==> config.mk <==
export PLATFORM = sky130hd
export DESIGN_NAME = any1_inst_align_queue
export DESIGN_NICKNAME = d
export VERILOG_FILES = /design/src/rtl/any1_pkg.sv /design/src/rtl/any1_inst_extract.sv /design/src/rtl/any1_inst_align_queue.sv
export SDC_FILE = /design/constraint.sdc
export NUM_CORES = 1
export LEC_CHECK = 0
export ABC_AREA = 1
export CAP_MARGIN = 30
export CORE_AREA = 10 10 263 265
export CTS_CLUSTER_SIZE = 8
export DETAILED_ROUTE_END_ITERATION = 7
export DIE_AREA = 0 0 273 275
export PLACE_DENSITY = 0.73
export RECOVER_POWER = 100
export SYNTH_ARGS = -nofsm -noshare
export SYNTH_HDL_FRONTEND = slang
export SYNTH_SLANG_ARGS = --single-unit
==> constraint.sdc <==
create_clock -name clk_i -period 9.54 [get_ports clk_i]
set_input_delay 1.431 -clock clk_i [delete_from_list [all_inputs] [get_ports clk_i]]
set_output_delay 1.431 -clock clk_i [all_outputs]
set_load 0.01 [all_outputs]
==> src/rtl/any1_pkg.sv <==
`default_nettype none
// +-------------------------------------------------------------------------+
// | any1_pkg : shared fetch/align types and constants for the ANY1 front end |
// | Revision : 1.0                                                          |
// +-------------------------------------------------------------------------+
package any1_pkg;

   typedef logic [31:0] Instruction;

   localparam Instruction NOP_INSN = 32'h3F3F3F3F;
   localparam logic [7:0] FLT_IADR = 8'h36;

   typedef struct packed {
      logic [511:0] cacheline;
      logic [31:0]  ip;
      logic [31:0]  pip;
      logic [3:0]   stream;
      logic         predict_taken;
   } sInstAlignIn;

   typedef struct packed {
      Instruction  ir;
      logic [31:0] ip;
      logic [31:0] pip;
      logic [3:0]  stream;
      logic        predict_taken;
   } sInstAlignOut;

   typedef struct packed {
      sInstAlignOut ent;
      logic         iadr;
   } sInstQEntry;

endpackage
`default_nettype wire

==> src/rtl/any1_inst_extract.sv <==
`default_nettype none
// +-------------------------------------------------------------------------+
// | any1_inst_extract : picks the 32-bit word at ip out of a 512-bit line    |
// | Revision : 1.0                                                          |
// +-------------------------------------------------------------------------+
module any1_inst_extract
   import any1_pkg::*;
#(
   parameter Instruction NOP_IR = NOP_INSN
) (
   input  logic [511:0] cacheline_i,
   input  logic [5:0]   ip_i,
   output Instruction   ir_o,
   output logic         iadr_o
);

   // A misaligned ip has no valid word; hand decode a NOP and flag the fault.
   always_comb begin
      iadr_o = |ip_i[1:0];
      ir_o   = iadr_o ? NOP_IR : cacheline_i[{ip_i[5:2], 5'b0} +: 32];
   end

endmodule
`default_nettype wire

==> src/rtl/any1_inst_align_queue.sv <==
`default_nettype none
// +-------------------------------------------------------------------------+
// | any1_inst_align_queue : extracts fetched instructions and queues them    |
// | for decode; a redirect flush empties the queue in one cycle.             |
// | Revision : 1.0                                                          |
// +-------------------------------------------------------------------------+
module any1_inst_align_queue
   import any1_pkg::*;
#(
   parameter int         DEPTH  = 4,
   parameter Instruction NOP_IR = NOP_INSN
) (
   input  logic                       clk_i,
   input  logic                       rst_i,
   input  logic                       flush_i,
   input  logic                       in_valid_i,
   output logic                       in_ready_o,
   input  sInstAlignIn                in_i,
   output logic                       out_valid_o,
   input  logic                       out_ready_i,
   output sInstAlignOut               out_o,
   output logic                       out_iadr_o,
   output logic [$clog2(DEPTH+1)-1:0] count_o
);

   localparam int PW = $clog2(DEPTH);
   localparam int CW = $clog2(DEPTH+1);

   sInstQEntry    mem_q [DEPTH];
   logic [PW-1:0] wr_ptr_q, wr_ptr_d;
   logic [PW-1:0] rd_ptr_q, rd_ptr_d;
   logic [CW-1:0] count_q, count_d;
   logic          ready_q, ready_d;
   logic          push, pop;
   Instruction    ext_ir;
   logic          ext_iadr;
   sInstQEntry    entry_d;

   any1_inst_extract #(
      .NOP_IR (NOP_IR)
   ) u_extract (
      .cacheline_i (in_i.cacheline),
      .ip_i        (in_i.ip[5:0]),
      .ir_o        (ext_ir),
      .iadr_o      (ext_iadr)
   );

   always_comb begin
      entry_d                   = '0;
      entry_d.ent.ir            = ext_ir;
      entry_d.ent.ip            = in_i.ip;
      entry_d.ent.pip           = in_i.pip;
      entry_d.ent.stream        = in_i.stream;
      entry_d.ent.predict_taken = in_i.predict_taken;
      entry_d.iadr              = ext_iadr;
   end

   // Ready is registered, so a full queue never accepts even if decode pops this cycle.
   always_comb begin
      push     = in_valid_i & ready_q & ~flush_i;
      pop      = (count_q != '0) & out_ready_i & ~flush_i;
      wr_ptr_d = wr_ptr_q;
      rd_ptr_d = rd_ptr_q;
      count_d  = count_q;
      if (flush_i) begin
         wr_ptr_d = '0;
         rd_ptr_d = '0;
         count_d  = '0;
      end else begin
         if (push) wr_ptr_d = wr_ptr_q + PW'(1);
         if (pop)  rd_ptr_d = rd_ptr_q + PW'(1);
         if (push && !pop)      count_d = count_q + CW'(1);
         else if (!push && pop) count_d = count_q - CW'(1);
      end
      ready_d = (count_d != CW'(DEPTH));
   end

   always_ff @(posedge clk_i) begin
      if (rst_i) begin
         wr_ptr_q <= '0;
         rd_ptr_q <= '0;
         count_q  <= '0;
         ready_q  <= 1'b1;
         for (int i = 0; i < DEPTH; i++) mem_q[i] <= '0;
      end else begin
         wr_ptr_q <= wr_ptr_d;
         rd_ptr_q <= rd_ptr_d;
         count_q  <= count_d;
         ready_q  <= ready_d;
         if (push) mem_q[wr_ptr_q] <= entry_d;
      end
   end

   always_comb begin
      in_ready_o  = ready_q;
      out_valid_o = (count_q != '0);
      out_o       = mem_q[rd_ptr_q].ent;
      out_iadr_o  = mem_q[rd_ptr_q].iadr;
      count_o     = count_q;
   end

endmodule
`default_nettype wire
* Yosys cells after proc, flatten, opt, wreduce, memory -nomap -nowiden *
Memories as Yosys holds them, arrays and structs flattened. A register that Yosys moved wholly into a read port is not among the register bits.
Index checks and enable logic that the tools add are counted.

cells by class
  add/subtract/negate cells = 4
  $mul = 0
  div/mod/pow operators = 0
  $lt $le $gt $ge = 0
  equal/unequal tests = 1
  shifts and indexed selects = 1
  muxes and demuxes = 14
  bitwise operators = 5
  reductions and logical operators = 8

operators by type and width
  operator                                           count
  variable part select 512 x 10 -> 32 bit            1
  two-way mux 102 bit                                1
  OR reduction 102 bit                               1
  two-way mux 32 bit                                 1
  two-way mux 3 bit                                  3
  two-way mux 1 bit                                  6
  two-way mux 2 bit                                  3
  adder 2 x 1 -> 2 bit (second input constant)       2
  AND 1 bit                                          4
  OR reduction 2 bit                                 2
  adder 3 x 1 -> 3 bit (second input constant)       1
  != test 3 bit (second input constant)              1
  nonzero test 3 bit                                 1
  subtractor 3 x 1 -> 3 bit (second input constant)  1
  logical AND 1 bit                                  2
  logical NOT 1 bit                                  2
  inverter 1 bit                                     1

storage, ports and cells
  register bits = 8
  bits in latches = 0
  memory bits (writable) = 408
  bits in read-only memories = 0
  bits of input ports = 586
  memories = 1

memory list
  memory  words  bits a word  rd ports  clocked after memory_dff  write ports  RTL line                     source
  mem_q   4      102          1         1                         4            any1_inst_align_queue.sv:29  sInstQEntry mem_q [DEPTH];

* Depth between registers and ports, before layout *
Gate-level depths: netlist of run 1.

  word-level depth = 8
  mapped depth = 12

* By module *
A second synthesis of run 1 with hierarchy kept.

second synthesis, totals
  cells, all modules = 2900
  area, all modules = 23686.5 um2

by module, submodules not included
  module                 instances  cells an instance  area an instance (um2)  seq. area each (um2)
  any1_inst_align_queue  1          1675               18283.8                 12451.9
  any1_inst_extract      1          1225               5402.7                  0.0

* Worst setup path after synthesis of run 1 *
OpenSTA, ideal clock, no wires.

  path type = input-to-reg
  from = in rst_i
  to = mem mem_q[1][0] in the netlist's numbering (enable)
  library setup time = 0.703 ns
  arrival = 9.296 ns
  data required time = 8.837 ns
  setup slack = -0.460 ns
  stages on the path = 7
  buffers on the path = 2
  path through = nor2_2 inv_2 nor2_8 inv_4 buf_6 buf_6 o21ai_0

RTL lines
  item                RTL line                     source
  start: declaration  any1_inst_align_queue.sv:14  input logic rst_i,
  end: declaration    any1_inst_align_queue.sv:29

==> results of run 1 <==
per-stage QoR:
step	hold slack, ns	utilization (%)	worst slack [ns]	instances
after floorplan	0.4847	-	2.303	3238
final	0.5268	52.69	2.452	4692
after detailed placement	0.5242	50.37	3.887	4605
after CTS	0.5340	52.88	4.124	4680
after global placement	0.5222	50.10	3.250	4598
after global routing	0.5663	52.68	2.043	4690
worst paths after layout:
kind | startpoint | end | slack (ns) | depth (start not counted)
worst max register to register | in_ready_o$_SDFF_PP1_ | mem_q[2][8]$_SDFFCE_PN0P_ | 3.81 | 8
worst min register to register | wr_ptr_q[1]$_SDFFE_PP0P_ | wr_ptr_q[1]$_SDFFE_PP0P_ | 0.53 | 2
worst max-delay path | in_i[39] | mem_q[3][70]$_DFFE_PP_ | 2.45 | 11
worst min-delay path | wr_ptr_q[1]$_SDFFE_PP0P_ | wr_ptr_q[1]$_SDFFE_PP0P_ | 0.53 | 2
registers in the layout, summed over array words and instances, names as in the netlist, named ones only:
signal	flops
count_o	3
rd_ptr_q	2
in_ready_o	1
mem_q	408
wr_ptr_q	2
final cells by class:
cell class	count	area, um^2
timing repair buffer	727	7283
clock buffer	74	1575
fill	5935	30220
antenna	10	25.02
clock inverter	1	30.03
tap	855	1070
inverter	515	1946
multi-input combinational	2092	9274
sequential	418	12460
kinds of logic after synthesis:
logic type | Yosys count | synth area share, %
adder cells (fa/ha/maj) | 3 | 0.1514
AND/OR/NAND/NOR | 1767 | 30.56
flip-flops | 418 | 50.20
XOR/XNOR | 4 | 0.1412
AO/OA/AOI/OAI | 318 | 6.931
buffers and inverters | 728 | 12.02
power by group through the flow:
stage,logic [mW],registers (mW),clock network (mW)
floorplan,0.365,2.17,0
finish,0.829,2.13,1.85
detailed placement,0.838,2.16,0
CTS,0.842,2.13,1.87
global placement,0.828,2.16,0
global route,0.901,2.14,1.95
critical path: stages:
cell,delay (ns)
sky130_fd_sc_hd__clkbuf_8,0.36
sky130_fd_sc_hd__inv_1,3.42
sky130_fd_sc_hd__buf_4,0.97
sky130_fd_sc_hd__nand2_1,0.14
sky130_fd_sc_hd__nand2_1,0.09
sky130_fd_sc_hd__nand2_1,0.05
sky130_fd_sc_hd__nand3_1,0.19
sky130_fd_sc_hd__nand3_1,0.22
sky130_fd_sc_hd__nand3_1,0.27
sky130_fd_sc_hd__nand2_1,0.08
sky130_fd_sc_hd__inv_1,0.12
metal layers:
metal / track usage [%] / vias up / wire length, um
li1: - / 11400 / -
met1: 32.67 / 10780 / 39720
met2: 44.23 / 1080 / 49660
met3: 6.252 / 137 / 9632
met4: 8.040 / 6 / 3297
met5: 0 / - / 45
cells in the final DEF, fill, tap and decap left out, types with 4 or more instances in the layout:
cell,count
sky130_fd_sc_hd__xor2_1,4
sky130_fd_sc_hd__edfxtp_1,408
sky130_fd_sc_hd__dfxtp_1,9
sky130_fd_sc_hd__nand3_1,344
sky130_fd_sc_hd__o21ai_0,213
sky130_fd_sc_hd__o22ai_1,102
sky130_fd_sc_hd__nand2_1,895
sky130_fd_sc_hd__buf_4,21
sky130_fd_sc_hd__nor2_1,467
sky130_fd_sc_hd__clkbuf_16,61
sky130_fd_sc_hd__buf_16,6
sky130_fd_sc_hd__clkbuf_1,21
sky130_fd_sc_hd__diode_2,10
sky130_fd_sc_hd__dlygate4sd3_1,102
sky130_fd_sc_hd__inv_2,4
sky130_fd_sc_hd__clkdlybuf4s50_1,586
sky130_fd_sc_hd__nor2_4,53
sky130_fd_sc_hd__inv_1,505
==> impl_metrics.ini, run 1 <==
[status]
outcome = complete, but fails checks
violations = max-capacitance violations, max-slew violations

[min_path]
min_path_type = flip-flop to flip-flop

[layout]
final_cell_area_excluding_filler_cells_mm2 = 0.03366
syn2layout_area_growth_pct = 35.71
share_of_post_route_cells_with_drive_strength_above_1_pct = 4.102
nets_final = 4401

[global_routing]
grt_util_all_layers_pct = 26.15
gr-total-overflow = 0
grt_pass1_wl_um = 147300
maximum_number_of_pins_on_one_net_before_global_route_repair = 154
grt_antenna_before_repair = 20
first_global_vias = 22770

[timing]
fin_setup_tns_ns = 0
period_share_pct = 74.30
actual_transition_at_the_worst_max_transition_pin_ns = 4.713
slew-limit-headroom_pct = -214.2
maxSlewViolCount = 400
final_hold_viol_count = 0
timing.clock.skew_ns = 0.01560
fmaxAchievable_ghz = 0.1411
setup_viol_count_final = 0
unrepaired_setup_endpoints_after_global_routing = false
period_needed_ns = 7.088

[logic_synthesis]
yosysTopAreaCell = sky130_fd_sc_hd__edfxtp_1
yosys_warnings = 0
synth_fp_nets = 3827
post_synth_most_frequent_cells = sky130_fd_sc_hd__nand2_1 (896), sky130_fd_sc_hd__inv_1 (501), sky130_fd_sc_hd__nor2_1 (453), sky130_fd_sc_hd__edfxtp_1 (408), sky130_fd_sc_hd__nand3_1 (344)
asyncSetResetFlopFracSynth_pct = 0
synth_sequential_area_ratio_pct = 50.20
mapped_cell_area_mm2 = 0.02480
cell_with_the_most_instances_after_synthesis = sky130_fd_sc_hd__nand2_1
postSynthCellCount = 3238
postSynth.topFlopCell = sky130_fd_sc_hd__edfxtp_1
synth_edf_count = 408
synthDistinctLibCells = 25
yosys_register_bits = 418
synth_area_leaders = sky130_fd_sc_hd__edfxtp_1 (49%), sky130_fd_sc_hd__nand2_1 (14%), sky130_fd_sc_hd__inv_1 (7.6%), sky130_fd_sc_hd__nand3_1 (6.9%), sky130_fd_sc_hd__nor2_1 (6.9%)
synth.avg_cell_area_um2 = 7.660
synth_top_cell_area_share_pct = 49.40

[power]
power_per_standard_cell_area_mw_per_mm2 = 142.8
netSwitchingPower_mw = 1.166
clkPwrFrac_pct = 38.4
power.ir.vdd_worst_uv = 171.3
cell_leakage_power_nw = 15.20
seq_pwr_share_pct = 44.3
design_power_total_mw = 4.807
share_comb_of_total_power_pct = 17.2
internal_power_mw = 3.642
power.share.switching_pct = 24.25

[critical_path]
start_kind = input pin
critPathKind = input pin to flip-flop
crit_required_ns = 9.96
critical_path.max_fanout = 153
arrival_time_reported_for_the_critical_path_endpoint_ns = 7.51
crit_path_end_kind = flip-flop

[floorplanning]
num_io_pins = 693
floorplan.initialDensity_pct = 38.83
die_area_mm2 = 0.07508
core_footprint_mm2 = 0.06388
die_h_um = 275
row_count = 93
die-width_um = 273

[clock_network]
hold_buffers = 0
cts_max_level = 2
cts_made_buffers = 58
buffers_inserted_by_post_cts_timing_repair = 0
clk_latency_worst_skew_pair_ns = 0.57
cts_repair_resize_count = 0
clockBufferDepth = 3
ctsRootBufferMaster = sky130_fd_sc_hd__clkbuf_16
clk_sink_count = 418
clk_pin_slew_ns = 0.05
tritoncts = yes

[route]
wl_per_cell_um = 21.81
drtAntennaViolNets = 0
finalWirelength_um = 102400
viasPerCell = 4.987
routed-via-count = 23400
post-route-drc-count = 0
dr.first_iter.drc_count = 2513
drt_first_pass_iters = 6

[place]
detailed_place_hpwl_um = 74900
post_dp_cell_area_mm2 = 0.03218
finalWeightedCongestion = 0.9940
port-buffer-count = 692

[run]
max_cap_viol_count = 8
(Power assumes the default switching activity.)
==> run 2, diff against run 1 <==
==> constraint.sdc (replaced) <==
create_clock -name clk_i -period 6.4 [get_ports clk_i]
set_input_delay 0.96 -clock clk_i [delete_from_list [all_inputs] [get_ports clk_i]]
set_output_delay 0.96 -clock clk_i [all_outputs]
set_load 0.01 [all_outputs]
==> impl_metrics.ini, run 2 (same netlist as run 1, synthesis figures left out) <==
[run]
max_cap_viol_count = 8

[route]
routed-via-count = 23580
finalWirelength_um = 103800
drtAntennaViolNets = 0
wl_per_cell_um = 22.11
drt_first_pass_iters = 6
dr.first_iter.drc_count = 2234
viasPerCell = 5.022
post-route-drc-count = 0

[global_routing]
gr-total-overflow = 0
grt_pass1_wl_um = 148100
grt_util_all_layers_pct = 26.23
maximum_number_of_pins_on_one_net_before_global_route_repair = 170
grt_antenna_before_repair = 23
first_global_vias = 22820

[clock_network]
clk_latency_worst_skew_pair_ns = 0.58
cts_max_level = 2
ctsRootBufferMaster = sky130_fd_sc_hd__clkbuf_16
hold_buffers = 0
clockBufferDepth = 3
tritoncts = yes
cts_made_buffers = 58
buffers_inserted_by_post_cts_timing_repair = 0
clk_sink_count = 418
clk_pin_slew_ns = 0.05
cts_repair_resize_count = 0

[layout]
finish.cell_count_without_fillers = 4696
multiInputGateArea_mm2 = 0.009094
syn2layout_area_growth_pct = 34.60
largest_register_ffs = 408
regMostFlops = mem_q
final_cell_area_excluding_filler_cells_mm2 = 0.03338
share_of_post_route_cells_with_drive_strength_above_1_pct = 3.580
nets_final = 4402
fillerInstances = 6059
commonest_non_fill_non_tap_cell_in_the_layout = sky130_fd_sc_hd__nand2_1
most-common-layout-cells = sky130_fd_sc_hd__nand2_1 (894), sky130_fd_sc_hd__clkdlybuf4s50_1 (587), sky130_fd_sc_hd__inv_1 (501)
seq_area_mm2 = 0.01246

[timing]
setup_ws_ns = 1.122
final_hold_viol_count = 0
actual_transition_at_the_worst_max_transition_pin_ns = 3.511
maxSlewViolCount = 371
period_share_pct = 82.47
slew-limit-headroom_pct = -134.1
setup_viol_count_final = 0
period_needed_ns = 5.278
timing.clock.skew_ns = 0.01789
fin_setup_tns_ns = 0
fmaxAchievable_ghz = 0.1895
unrepaired_setup_endpoints_after_global_routing = false

[status]
outcome = complete, but fails checks
violations = max-capacitance violations, max-slew violations

[power]
power.ir.vdd_worst_uv = 197.5
seq_pwr_share_pct = 44.9
power.share.switching_pct = 24.91
clkPwrFrac_pct = 37.7
share_comb_of_total_power_pct = 17.4
cell_leakage_power_nw = 15.16
netSwitchingPower_mw = 1.760
power_per_standard_cell_area_mw_per_mm2 = 211.7
design_power_total_mw = 7.067
internal_power_mw = 5.307

[critical_path]
start_kind = flip-flop
cell_with_the_largest_stage_delay_on_the_worst_path = sky130_fd_sc_hd__clkinvlp_2
critical_path.max_fanout = 50
timing.critical_path.buf_inv = 3
crit_required_ns = 5.44
crit_path_end_kind = output port
arrival_time_reported_for_the_critical_path_endpoint_ns = 4.32
path_cells = clkinvlp_2 > clkbuf_2 > o21ai_0 > o22ai_1 > dlygate4sd3_1
critical-path-max-stage-delay_ns = 0.92
critPathKind = flip-flop to output port
critPathTopFamily = buffers and inverters

[floorplanning]
die_area_mm2 = 0.07508
core_footprint_mm2 = 0.06388
num_io_pins = 693
floorplan.initialDensity_pct = 38.83
die-width_um = 273
die_h_um = 275
row_count = 93

[place]
port-buffer-count = 692
post_dp_cell_area_mm2 = 0.03215
placed_cells = 4607
finalWeightedCongestion = 0.9906
detailed_place_hpwl_um = 76620
placement.setup.worst_slack_ns = 1.662

[min_path]
min_path_type = flip-flop to flip-flop
-- run 2: power by group through the flow --
stage | combinational (mW) | sequential [mW] | clock, mW
3_3_place_gp | 1.26 | 3.22 | 0
6_report | 1.23 | 3.18 | 2.66
4_1_cts | 1.27 | 3.17 | 2.69
3_5_place_dp | 1.26 | 3.22 | 0
5_1_grt | 1.33 | 3.18 | 2.81
2_1_floorplan | 0.545 | 3.23 | 0
-- run 2: path summary, 6_finish.rpt --
path              depth (start not counted)  slack [ns]                        end                      from
setup / recovery                          5        1.12                  out_o[98]                 flip-flop
hold / removal                            2        0.53   rd_ptr_q[1]$_SDFFE_PP0P_  rd_ptr_q[1]$_SDFFE_PP0P_
setup reg to reg                          7        1.93  mem_q[1][3]$_SDFFCE_PN0P_     in_ready_o$_SDFF_PP1_
hold reg to reg                           2        0.53   rd_ptr_q[1]$_SDFFE_PP0P_  rd_ptr_q[1]$_SDFFE_PP0P_
-- run 2: routing by layer --
layer | global-route usage (%) | wire [um] | up-vias
met5 | 0 | 60 | -
met4 | 10.05 | 4037 | 8
met3 | 5.731 | 9189 | 141
met2 | 44.17 | 50310 | 1058
met1 | 32.52 | 40250 | 10990
li1 | - | - | 11380
-- run 2: final cells by class --
| type | count | share of cell area (%) |
|---|---|---|
| flip-flops and latches | 418 | 37.32 |
| multi-input cells | 2092 | 27.24 |
| repair buffers | 728 | 21.66 |
| inverters | 515 | 5.854 |
| clock buffers | 70 | 4.483 |
| well taps | 855 | 3.205 |
| clock inverters | 4 | 0.1274 |
| diodes | 14 | 0.1049 |
-- run 2: through the flow --
stage          util, %  hold WS [ns]
3_5_place_dp     50.33        0.5253
5_1_grt          52.24        0.5906
6_report         52.26        0.5298
4_1_cts          52.74        0.5372
3_3_place_gp     50.26        0.5239
2_1_floorplan        -        0.4847
-- run 2: worst min-delay path: stages (launching register included) --
cell and delay (ns):
sky130_fd_sc_hd__dfxtp_1 0.32, sky130_fd_sc_hd__xor2_1 0.06, sky130_fd_sc_hd__nor2_1 0.11
